## config.mk

```make
export PLATFORM = sky130hd
export DESIGN_NAME = uart_mmio_host
export DESIGN_NICKNAME = d
export VERILOG_FILES = /design/src/rtl/uart_mmio_host.sv
export SDC_FILE = /design/constraint.sdc
export NUM_CORES = 1
export LEC_CHECK = 0
export ABC_CLOCK_PERIOD_IN_PS = 3180
export BUFFER_PORTS_ARGS = -buffer_cell sky130_fd_sc_hd__buf_2
export CAP_MARGIN = 40
export CORE_UTILIZATION = 51
export CTS_BUF_LIST = sky130_fd_sc_hd__clkbuf_4
export CTS_CLUSTER_SIZE = 14
export DETAILED_ROUTE_END_ITERATION = 16
export PLACE_DENSITY = 0.88
export SLEW_MARGIN = 40
export SYNTH_ARGS = -nofsm -noshare
export SYNTH_HDL_FRONTEND = slang
export SYNTH_SLANG_ARGS = --single-unit
```

## constraint.sdc

```tcl
create_clock -name clk -period 3.18 [get_ports clk]
set_input_delay 0.636 -clock clk [delete_from_list [all_inputs] [get_ports clk]]
set_output_delay 0.636 -clock clk [all_outputs]
set_load 0.02 [all_outputs]
```

## src/rtl/uart_mmio_host.sv

```systemverilog
// uart_mmio_host: register-bus initiator for uart_top.
// Programs BAUD_DIV and CTRL after reset. It then polls STATUS and moves bytes
// between the s_tx/m_rx valid-ready streams and the TX_DATA/RX_DATA registers.
// Bus outputs are registered on entry to a state. Each state therefore owns
// exactly the bus cycle during which it is current.
module uart_mmio_host #(
    parameter int unsigned CLK_FREQ_HZ = 50000000,
    parameter int unsigned BAUD_RATE   = 115200,
    parameter int unsigned OVERSAMPLE  = 16,
    parameter logic [31:0] CTRL_INIT   = 32'h1
) (
    input  logic        clk,
    input  logic        rst,
    input  logic [7:0]  s_tx_data,
    input  logic        s_tx_valid,
    output logic        s_tx_ready,
    output logic [7:0]  m_rx_data,
    output logic        m_rx_valid,
    input  logic        m_rx_ready,
    input  logic [15:0] cfg_div,
    input  logic [7:0]  cfg_ctrl,
    input  logic        cfg_load,
    output logic        init_done,
    output logic [3:0]  addr,
    output logic [31:0] wdata,
    input  logic [31:0] rdata,
    output logic        wr_en,
    output logic        rd_en
);

    localparam logic [15:0] DIVISOR = 16'(CLK_FREQ_HZ / (BAUD_RATE * OVERSAMPLE));

    localparam logic [3:0] ADDR_CTRL     = 4'd0;
    localparam logic [3:0] ADDR_STATUS   = 4'd1;
    localparam logic [3:0] ADDR_BAUD_DIV = 4'd2;
    localparam logic [3:0] ADDR_TX_DATA  = 4'd3;
    localparam logic [3:0] ADDR_RX_DATA  = 4'd4;

    localparam logic [2:0] ST_CFG_DIV  = 3'd0;
    localparam logic [2:0] ST_CFG_CTRL = 3'd1;
    localparam logic [2:0] ST_POLL     = 3'd2;
    localparam logic [2:0] ST_DECIDE   = 3'd3;
    localparam logic [2:0] ST_WR_TX    = 3'd4;
    localparam logic [2:0] ST_RD_RX    = 3'd5;
    localparam logic [2:0] ST_CAP_RX   = 3'd6;

    logic [2:0]  r_state;
    logic [3:0]  r_addr;
    logic [31:0] r_wdata;
    logic        r_wr_en;
    logic        r_rd_en;
    logic        r_tx_ready;
    logic [7:0]  r_rx_data;
    logic        r_rx_valid;
    logic        r_init_done;
    logic        r_cfg_pend;
    logic [15:0] r_div;
    logic [31:0] r_ctrl;
    logic        r_last_tx;   // 1: TX was served last, so RX wins the next tie

    logic [2:0]  w_next;
    logic        w_redirect;
    logic        w_tx_ok;
    logic        w_rx_ok;
    logic        w_rdata_unused;

    // STATUS bits are meaningful only in DECIDE, when rdata holds the STATUS read.
    assign w_tx_ok        = s_tx_valid & ~rdata[1];
    assign w_rx_ok        = ~rdata[2] & ~r_rx_valid;
    assign w_rdata_unused = ^rdata[31:8];

    // Next-state selection, including redirection of POLL to reconfiguration.
    always_comb begin
        // NOTE: every always_comb output gets a default first so no path infers a latch.
        w_next     = r_state;
        w_redirect = 1'b0;
        case (r_state)
            // After reset the write has not been issued yet, so hold one cycle.
            ST_CFG_DIV:  w_next = r_wr_en ? ST_CFG_CTRL : ST_CFG_DIV;
            ST_CFG_CTRL: w_next = ST_POLL;
            ST_POLL:     w_next = ST_DECIDE;
            ST_DECIDE: begin
                if (w_tx_ok && w_rx_ok) begin
                    w_next = r_last_tx ? ST_RD_RX : ST_WR_TX;
                end else if (w_tx_ok) begin
                    w_next = ST_WR_TX;
                end else if (w_rx_ok) begin
                    w_next = ST_RD_RX;
                end else begin
                    w_next = ST_POLL;
                end
            end
            ST_WR_TX:  w_next = ST_POLL;
            ST_RD_RX:  w_next = ST_CAP_RX;
            ST_CAP_RX: w_next = ST_POLL;
            default:   w_next = ST_CFG_DIV;
        endcase
        // POLL's bus op is issued on entry. A pending reconfiguration must
        // therefore be diverted here, before the STATUS read goes out.
        if (w_next == ST_POLL && r_cfg_pend) begin
            w_redirect = 1'b1;
            w_next     = ST_CFG_DIV;
        end
    end

    // State register and the bus outputs belonging to the state being entered.
    always_ff @(posedge clk) begin
        if (rst) begin
            r_state    <= ST_CFG_DIV;
            r_addr     <= 4'd0;
            r_wdata    <= 32'd0;
            r_wr_en    <= 1'b0;
            r_rd_en    <= 1'b0;
            r_tx_ready <= 1'b0;
        end else begin
            // NOTE: state uses non-blocking assignments so every register samples pre-edge values.
            r_state    <= w_next;
            r_wr_en    <= (w_next == ST_CFG_DIV) || (w_next == ST_CFG_CTRL) || (w_next == ST_WR_TX);
            r_rd_en    <= (w_next == ST_POLL) || (w_next == ST_RD_RX);
            r_tx_ready <= (w_next == ST_WR_TX);
            case (w_next)
                ST_CFG_DIV: begin
                    r_addr  <= ADDR_BAUD_DIV;
                    r_wdata <= {16'd0, r_div};
                end
                ST_CFG_CTRL: begin
                    r_addr  <= ADDR_CTRL;
                    r_wdata <= r_ctrl;
                end
                ST_POLL: begin
                    r_addr  <= ADDR_STATUS;
                    r_wdata <= 32'd0;
                end
                ST_WR_TX: begin
                    r_addr  <= ADDR_TX_DATA;
                    r_wdata <= {24'd0, s_tx_data};
                end
                ST_RD_RX: begin
                    r_addr  <= ADDR_RX_DATA;
                    r_wdata <= 32'd0;
                end
                default: begin
                    r_addr  <= 4'd0;
                    r_wdata <= 32'd0;
                end
            endcase
        end
    end

    // Configuration values and the pending flag. A load wins over a
    // simultaneous service, so the latest values always reach the UART.
    always_ff @(posedge clk) begin
        if (rst) begin
            r_cfg_pend <= 1'b0;
            r_div      <= DIVISOR;
            r_ctrl     <= CTRL_INIT;
        end else if (cfg_load) begin
            r_cfg_pend <= 1'b1;
            r_div      <= cfg_div;
            r_ctrl     <= {24'd0, cfg_ctrl};
        end else if (w_redirect) begin
            r_cfg_pend <= 1'b0;
        end
    end

    // init_done rises once the CTRL write of the first configuration has been issued.
    always_ff @(posedge clk) begin
        if (rst) begin
            r_init_done <= 1'b0;
        end else if (r_state == ST_CFG_CTRL) begin
            r_init_done <= 1'b1;
        end
    end

    // Round-robin memory. After reset it points at RX, so TX wins the first tie.
    always_ff @(posedge clk) begin
        if (rst) begin
            r_last_tx <= 1'b0;
        end else if (r_state == ST_DECIDE && w_next == ST_WR_TX) begin
            r_last_tx <= 1'b1;
        end else if (r_state == ST_DECIDE && w_next == ST_RD_RX) begin
            r_last_tx <= 1'b0;
        end
    end

    // One-byte RX holding register. It fills from the RX_DATA read and
    // empties on the consumer handshake.
    always_ff @(posedge clk) begin
        if (rst) begin
            r_rx_data  <= 8'd0;
            r_rx_valid <= 1'b0;
        end else if (r_state == ST_CAP_RX) begin
            r_rx_data  <= rdata[7:0];
            r_rx_valid <= 1'b1;
        end else if (r_rx_valid && m_rx_ready) begin
            r_rx_valid <= 1'b0;
        end
    end

    assign addr       = r_addr;
    assign wdata      = r_wdata;
    assign wr_en      = r_wr_en;
    assign rd_en      = r_rd_en;
    assign s_tx_ready = r_tx_ready;
    assign m_rx_data  = r_rx_data;
    assign m_rx_valid = r_rx_valid;
    assign init_done  = r_init_done;

endmodule

```

==> results of run 1 <==
## power groups by stage
stage / Clock [W] / Combinational (W) / Sequential, W
global route: 0.000449 / 0.000437 / 0.000880
floorplan: 0 / 0.000274 / 0.000918
finish: 0.000409 / 0.000393 / 0.000873
global placement: 0 / 0.000380 / 0.000884
detailed placement: 0 / 0.000391 / 0.000888
CTS: 0.000418 / 0.000392 / 0.000870
## area by class of cell
class / instances / area [um^2] / area share
multi-input cells: 167 / 1050 / 0.369
repair buffers: 79 / 403 / 0.142
flip-flops and latches: 61 / 1220 / 0.430
clock buffers: 10 / 75.1 / 0.0264
clock inverters: 4 / 17.5 / 0.00616
well taps: 52 / 65.1 / 0.0229
inverters: 3 / 11.3 / 0.00396
## cells by family (layout without fill, tap and decap cells)
logic type | after synthesis | after routing | synth area share
other cells | 1 | 17 | 0.00154
mux | 21 | 21 | 0.0863
compound gates | 44 | 44 | 0.131
buf+inv | 38 | 96 | 0.0966
simple gates | 85 | 85 | 0.183
flops | 61 | 61 | 0.501
## per-layer routing
layer  up-vias  share of wire  GRT usage
li1        981              -          -
met1       937           0.42      0.248
met2        78           0.50      0.359
met3         8          0.064     0.0798
met4         0          0.015      0.109
met5         -              0          0
## registers in the layout, indices dropped and copies added (netlist names)
signal / flops
r_div: 16
wdata: 16
m_rx_data: 8
r_ctrl: 8
addr: 3
r_state: 3
init_done: 1
m_rx_valid: 1
r_cfg_pend: 1
r_last_tx: 1
rd_en: 1
s_tx_ready: 1
wr_en: 1
## worst max-delay path by stage
| stage | start | to | depth (start not counted) |
|---|---|---|---|
| after floorplan | rdata[1] | wdata[0]$_SDFF_PP0_ | 6 |
| after global placement | rdata[1] | wdata[14]$_SDFF_PP0_ | 6 |
| after detailed placement | rdata[1] | wdata[15]$_SDFF_PP0_ | 6 |
| after CTS | r_state[1]$_SDFF_PP0_ | wdata[15]$_SDFF_PP0_ | 5 |
| after global routing | r_state[1]$_SDFF_PP0_ | wdata[12]$_SDFF_PP0_ | 5 |
| final | r_state[1]$_SDFF_PP0_ | wdata[12]$_SDFF_PP0_ | 5 |
## stage by stage
stage | worst slack (ns) | std cells | util | cell area (um^2) | power, W
after floorplan | 1.43 | 266 | - | 2500 | 0.00119
after global placement | 0.983 | 362 | 0.612 | 2740 | 0.00126
after detailed placement | 0.916 | 362 | 0.612 | 2740 | 0.00128
after CTS | 1.10 | 376 | 0.633 | 2830 | 0.00168
after global routing | 0.839 | 376 | 0.635 | 2840 | 0.00177
final | 1.04 | 376 | 0.635 | 2840 | 0.00168
## cell usage after synthesis, types with 3 or more instances
master,number,share of area
nor3_1,4,0.0082
nor2_1,33,0.051
a211o_1,5,0.018
a22oi_1,8,0.025
buf_4,18,0.055
nand3_1,6,0.012
nor3b_1,8,0.025
a21oi_2,8,0.029
mux2i_1,21,0.086
nor2b_1,7,0.018
nand4_1,8,0.021
a21oi_1,11,0.023
inv_1,3,0.0046
buf_2,8,0.016
nand2b_1,3,0.0077
nand2_1,9,0.014
clkbuf_1,7,0.011
dfxtp_1,61,0.50
## placed cells by master, fill, tap and decap left out, types with 2 or more instances in the layout
cell type / instances
a21oi_1: 11
nor2_1: 33
nand3_1: 6
nor3b_1: 8
nand4_1: 8
dfxtp_1: 61
buf_4: 3
nor2b_1: 7
clkbuf_4: 10
a211o_1: 5
conb_1: 17
clkinv_1: 2
a22oi_1: 8
nand2b_1: 3
a21oi_2: 8
inv_1: 3
a31oi_1: 2
clkinv_2: 2
o21bai_1: 2
mux2i_1: 21
o21a_1: 2
nand2_1: 9
a21o_1: 2
buf_2: 76
nor3_1: 4
## worst register-to-register path: cells and delay by family, from the launching register on
family	cells	cell delay [ns]
compound gates	2	0.53
flops	1	0.74
simple gates	3	0.80
==> summary.md, run 1 <==
| Metric | Value |
|---|---|
| Status | `finished with violations` |
| Failing checks | `design-rule violations` |
| Mapped Cells | `250` |
| Vias in the first global route | `1,926` |
| Final min period | `2.14 ns` |
| Crit-path cells | `and2_1, a21o_1, a221o_1, nand3_2, nor3b_1` |
| Nets | `390` |
| Sw Pwr | `0.000550 W` |
| Seq cells post-synth | `61` |
| DRC Markers | `6` |
| Maximum clock insertion buffer count | `2` |
| Die Ht | `71.1 um` |
| Grt total ovfl | `0` |
| Sequential share of the synthesized area | `0.501` |
| Async S/R FF share, synth | `0` |
| Setup bufs post-CTS | `0` |
| CP peak stage delay | `0.74 ns` |
| RR Startpoint | `r_state[1]$_SDFF_PP0_` |
| DRT Pass-1 Iters | `11` |
| Worst vdd ir | `0.283 mV` |
| Worst R2R Path Depth | `5` |
| Max Cap Viol | `0` |
| Final worst-path cycle share | `0.672` |
| I/O Pins | `118` |
| DRT Wirelength | `5.09 mm` |
| Reg2reg setup slack | `1.04 ns` |
| Top FF cell, synth | `dfxtp_1` |
| Library cells used by synthesis | `35` |
| CP Buf/Inv Count | `0` |
| Die ar. | `0.00506 mm^2` |
| Setup crit end kind | `flop` |
| CTS tree | `yes` |
| Pwr dens | `590 mW/mm^2` |
| Worst-Skew Late Latency | `0.39 ns` |
| HP Start | `cfg_div[0]` |
| WP data arrival | `2.44 ns` |
| Reg power frac | `0.521` |
| Delay-heaviest family, CP | `simple AND/OR/NAND/NOR gates` |
| RSZ-0062 raised after global routing | `no` |
| H-tree levels | `3` |
| Antenna violations before repair | `0` |
| Min-Delay Path Class | `in2reg` |
| Worst-path clk slew | `0.09 ns` |
| 1st-iter DRT viols | `189` |
| YS warnings | `0` |
| Gr usage total | `0.217` |
| Resized cells post-CTS | `0` |
| Avg Vias per Cell | `5.33` |
| FP Rows | `24` |
| Largest net degree at the start of global routing | `53` |
| Mean Syn Cell Area | `9.74 um^2` |
| Area grow syn2layout | `16.6%` |
| Cts hold-fix bufs | `0` |
| Antenna cell count | `0` |
| Fillers | `398` |
| Global-route wire length before repair | `8.42 mm` |
| Switching fraction of total power | `0.328` |
| Antenna-violating nets left | `0` |
| Routed WL per cell | `13.5 um` |
| Synthesized area | `0.00244 mm^2` |
| Total Neg Setup Slack | `0 ns` |
| Starting density of the core | `0.544` |
| Total leakage power | `1.35 nW` |
| Critical Path Slowest Stage Cell | `dfxtp_1` |
| Hold Path End | `r_div[0]$_SDFFE_PP1P_` |
| Logic pwr share | `0.235` |
| Worst Tran Pin Value | `0.777 ns` |
| Clock root cell | `clkbuf_4` |
| Req. time, crit path | `3.49 ns` |
| Num Clock Sinks | `61` |
| Clock power frac | `0.244` |
| Worst setup SP type | `flop` |
| I/O Buffers | `76` |
| Min Hold Slack | `0.446 ns` |
| Number of synthesized flops with an enable pin | `0` |
| Int Pwr | `0.00113 W` |
| Core Area | `0.00447 mm^2` |
| Slew Viols, Final | `0` |
| Clock skew | `0.00925 ns` |
| WHS Path Cells | `2` |
| F_max | `468 MHz` |
| Final GP Congestion | `0.818` |
| Chip width | `71.1 um` |
| Max_slew headroom | `0.482` |
| RR Endpoint | `wdata[12]$_SDFF_PP0_` |
| Vias | `2,004` |
| CP Max Fanout | `18` |
| Setup CP Type | `reg2reg` |
| Final Hold Vio Count | `0` |
| Count of final setup violators | `0` |
| CTS buffer count | `9` |
| Share of layout cells above drive strength 1 | `0.318` |
| HPWL Detailed | `3.46 mm` |
Note: power is estimated with default switching activity, not from simulation.
==> run 2, diff against run 1 <==
--- a/config.mk
+++ b/config.mk
@@ -5,14 +5,15 @@
 export SDC_FILE = /design/constraint.sdc
 export NUM_CORES = 1
 export LEC_CHECK = 0
-export ABC_CLOCK_PERIOD_IN_PS = 3180
+export ABC_AREA = 1
+export ABC_CLOCK_PERIOD_IN_PS = 1830
 export BUFFER_PORTS_ARGS = -buffer_cell sky130_fd_sc_hd__buf_2
 export CAP_MARGIN = 40
-export CORE_UTILIZATION = 51
+export CORE_UTILIZATION = 43
 export CTS_BUF_LIST = sky130_fd_sc_hd__clkbuf_4
 export CTS_CLUSTER_SIZE = 14
 export DETAILED_ROUTE_END_ITERATION = 16
-export PLACE_DENSITY = 0.88
+export PLACE_DENSITY = 0.79
 export SLEW_MARGIN = 40
 export SYNTH_ARGS = -nofsm -noshare
 export SYNTH_HDL_FRONTEND = slang
==> constraint.sdc (replaced) <==
create_clock -name clk -period 1.83 [get_ports clk]
set_input_delay 0.366 -clock clk [delete_from_list [all_inputs] [get_ports clk]]
set_output_delay 0.366 -clock clk [all_outputs]
set_load 0.02 [all_outputs]
==> summary.md, run 2 <==
| Metric | Value |
|---|---|
| Status | `finished, final reports clean` |
| Vias | `2,089` |
| Final min period | `1.66 ns` |
| I/O Pins | `118` |
| CP Buf/Inv Count | `2` |
| Setup bufs post-CTS | `0` |
| Worst setup SP type | `flop` |
| Clock root cell | `clkbuf_4` |
| Async S/R FF share, synth | `0` |
| Grt total ovfl | `0` |
| WHS Path Cells | `3` |
| DRC Markers | `0` |
| Most numerous cell in the Yosys netlist | `dfxtp_1` |
| Worst Tran Pin Value | `0.530 ns` |
| Total leakage power | `1.41 nW` |
| Maximum clock insertion buffer count | `2` |
| Area grow syn2layout | `20.4%` |
| Global-route wire length before repair | `8.85 mm` |
| 1st-iter DRT viols | `122` |
| Register area | `0.00122 mm^2` |
| RR Startpoint | `r_state[0]$_SDFF_PP0_` |
| Sequential share of the synthesized area | `0.506` |
| FP Rows | `26` |
| Seq cells post-synth | `61` |
| Most common cell after layout, fill and taps aside | `buf_2` |
| Antenna cell count | `0` |
| Worst-Skew Late Latency | `0.39 ns` |
| CTS tree | `yes` |
| Core Area | `0.00527 mm^2` |
| Pwr dens | `1180 mW/mm^2` |
| CP peak stage delay | `0.43 ns` |
| YS warnings | `0` |
| Final worst-path cycle share | `0.906` |
| Number of synthesized flops with an enable pin | `0` |
| Nets | `442` |
| Mean Syn Cell Area | `8.15 um^2` |
| Total Neg Setup Slack | `0 ns` |
| Antenna-violating nets left | `0` |
| Pwr Total | `0.00344 W` |
| Avg Vias per Cell | `4.68` |
| Cts hold-fix bufs | `0` |
| Reg2reg setup slack | `0.17 ns` |
| Synthesized area | `0.00241 mm^2` |
| Req. time, crit path | `2.15 ns` |
| Worst vdd ir | `0.470 mV` |
| Final Hold Vio Count | `0` |
| RR Endpoint | `addr[0]$_SDFF_PP0_` |
| Clock skew | `0.00737 ns` |
| Antenna violations before repair | `0` |
| Die ar. | `0.00592 mm^2` |
| WP data arrival | `1.98 ns` |
| Max_slew headroom | `0.646` |
| Setup crit end kind | `flop` |
| Largest net degree at the start of global routing | `33` |
| CP Max Fanout | `8` |
| CP Depth | `8` |
| Vias in the first global route | `1,932` |
| CTS buffer count | `9` |
| Num Clock Sinks | `61` |
| Starting density of the core | `0.458` |
| Worst R2R Path Depth | `8` |
| Critical Path Slowest Stage Cell | `dfxtp_1` |
| H-tree levels | `3` |
| Hold Path End | `r_ctrl[0]$_SDFFE_PP1P_` |
| F_max | `603 MHz` |
| Fillers | `532` |
| Resized cells post-CTS | `0` |
| Die Ht | `76.9 um` |
| Library cells used by synthesis | `26` |
| Min-Delay Path Class | `in2reg` |
| Area of the multi-input gates | `910 um^2` |
| Delay-heaviest family, CP | `simple AND/OR/NAND/NOR gates` |
| Top-area cell type share of the netlist area | `0.506` |
| Mapped Cells | `296` |
| HPWL Detailed | `3.79 mm` |
| Most frequent cells in the layout | `76 x buf_2, 59 x dfxtp_1, 40 x a21oi_1, 33 x nor2_1, 32 x inv_1` |
| Crit-path cells | `nor2_1, o21ai_1, nand2_2, inv_2, buf_4, nand2_1, or2_1, a21oi_1` |
| Count of final setup violators | `0` |
| Max Cap Viol | `0` |
| DRT Wirelength | `5.30 mm` |
| Worst-path clk slew | `0.09 ns` |
| Top FF cell, synth | `dfxtp_1` |
| Chip width | `76.9 um` |
| I/O Buffers | `76` |
| Final core occ | `0.552` |
| RSZ-0062 raised after global routing | `no` |
| Final GP Congestion | `0.779` |
| Setup CP Type | `reg2reg` |
| Slew Viols, Final | `0` |
| Share of layout cells above drive strength 1 | `0.314` |
| Synth top cells by count | `61 x dfxtp_1, 40 x a21oi_1, 34 x nor2_1` |
| Routed WL per cell | `11.9 um` |
| Cell taking the most area after synthesis | `dfxtp_1` |
| Gr usage total | `0.193` |
| DRT Pass-1 Iters | `4` |
| HP Start | `cfg_ctrl[0]` |
| Ranking of synthesized cells by area | `dfxtp_1 51%, a21oi_1 8.3%, o21ai_0 6.6%` |
run 2: cell families (layout without fill, tap and decap cells):
family / after synthesis / in the layout / share of synthesized area
and+or+nand+nor: 92 / 92 / 0.186
other: 1 / 17 / 0.00155
DFF: 61 / 61 / 0.506
buffers and inverters: 68 / 132 / 0.145
AOI/OAI and AO/OA: 74 / 74 / 0.161
run 2: power by group:
| group | internal [W] | total [W] | switching (W) |
|---|---|---|---|
| Sequential | 0.00148 | 0.00156 | 0.0000732 |
| Clock | 0.000427 | 0.000862 | 0.000435 |
| Combinational | 0.000336 | 0.00103 | 0.000690 |
| Total | 0.00225 | 0.00344 | 0.00120 |
run 2: stage by stage:
step                      std cells  worst slack, ns  hold slack, ns  instance area (um^2)
after global routing            446           0.0146           0.167                  2910
after floorplan                 312            0.293           0.413                  2470
after global placement          432            0.122           0.428                  2780
after detailed placement        432            0.125           0.433                  2780
after CTS                       446            0.149           0.162                  2900
final                           446            0.173           0.179                  2910
run 2: area by class of cell:
type,instances,share of cell area
well taps,70,0.0301
repair buffers,83,0.149
clock inverters,3,0.0133
inverters,35,0.0452
clock buffers,11,0.0284
multi-input cells,183,0.313
flip-flops and latches,61,0.421
run 2: worst max-delay path by stage:
stage,slack [ns],from,to
CTS,0.15,r_state[2]$_SDFF_PP0_,addr[0]$_SDFF_PP0_
floorplan,0.29,m_rx_valid$_SDFFE_PP0P_,wdata[3]$_SDFF_PP0_
global placement,0.12,rdata[2],wdata[6]$_SDFF_PP0_
detailed placement,0.12,rdata[2],wdata[5]$_SDFF_PP0_
global route,0.01,r_state[0]$_SDFF_PP0_,addr[0]$_SDFF_PP0_
finish,0.17,r_state[0]$_SDFF_PP0_,addr[0]$_SDFF_PP0_
run 2: worst register-to-register path: cells and delay by family, from the launching register on:
kind / cells / cell delay, ns
AOI/OAI and AO/OA: 2 / 0.31
and+or+nand+nor: 4 / 0.51
buffers and inverters: 2 / 0.36
DFF: 1 / 0.43
run 2: layer usage:
layer  vias to the layer above  share of wire  track usage  wire [um]
met4                         0          0.014       0.0692         76
met2                        71           0.48        0.313       2530
met5                         -              0            0          0
met1                       922           0.45        0.236       2370
met3                         9          0.061       0.0655        325
li1                       1087              -            -          -
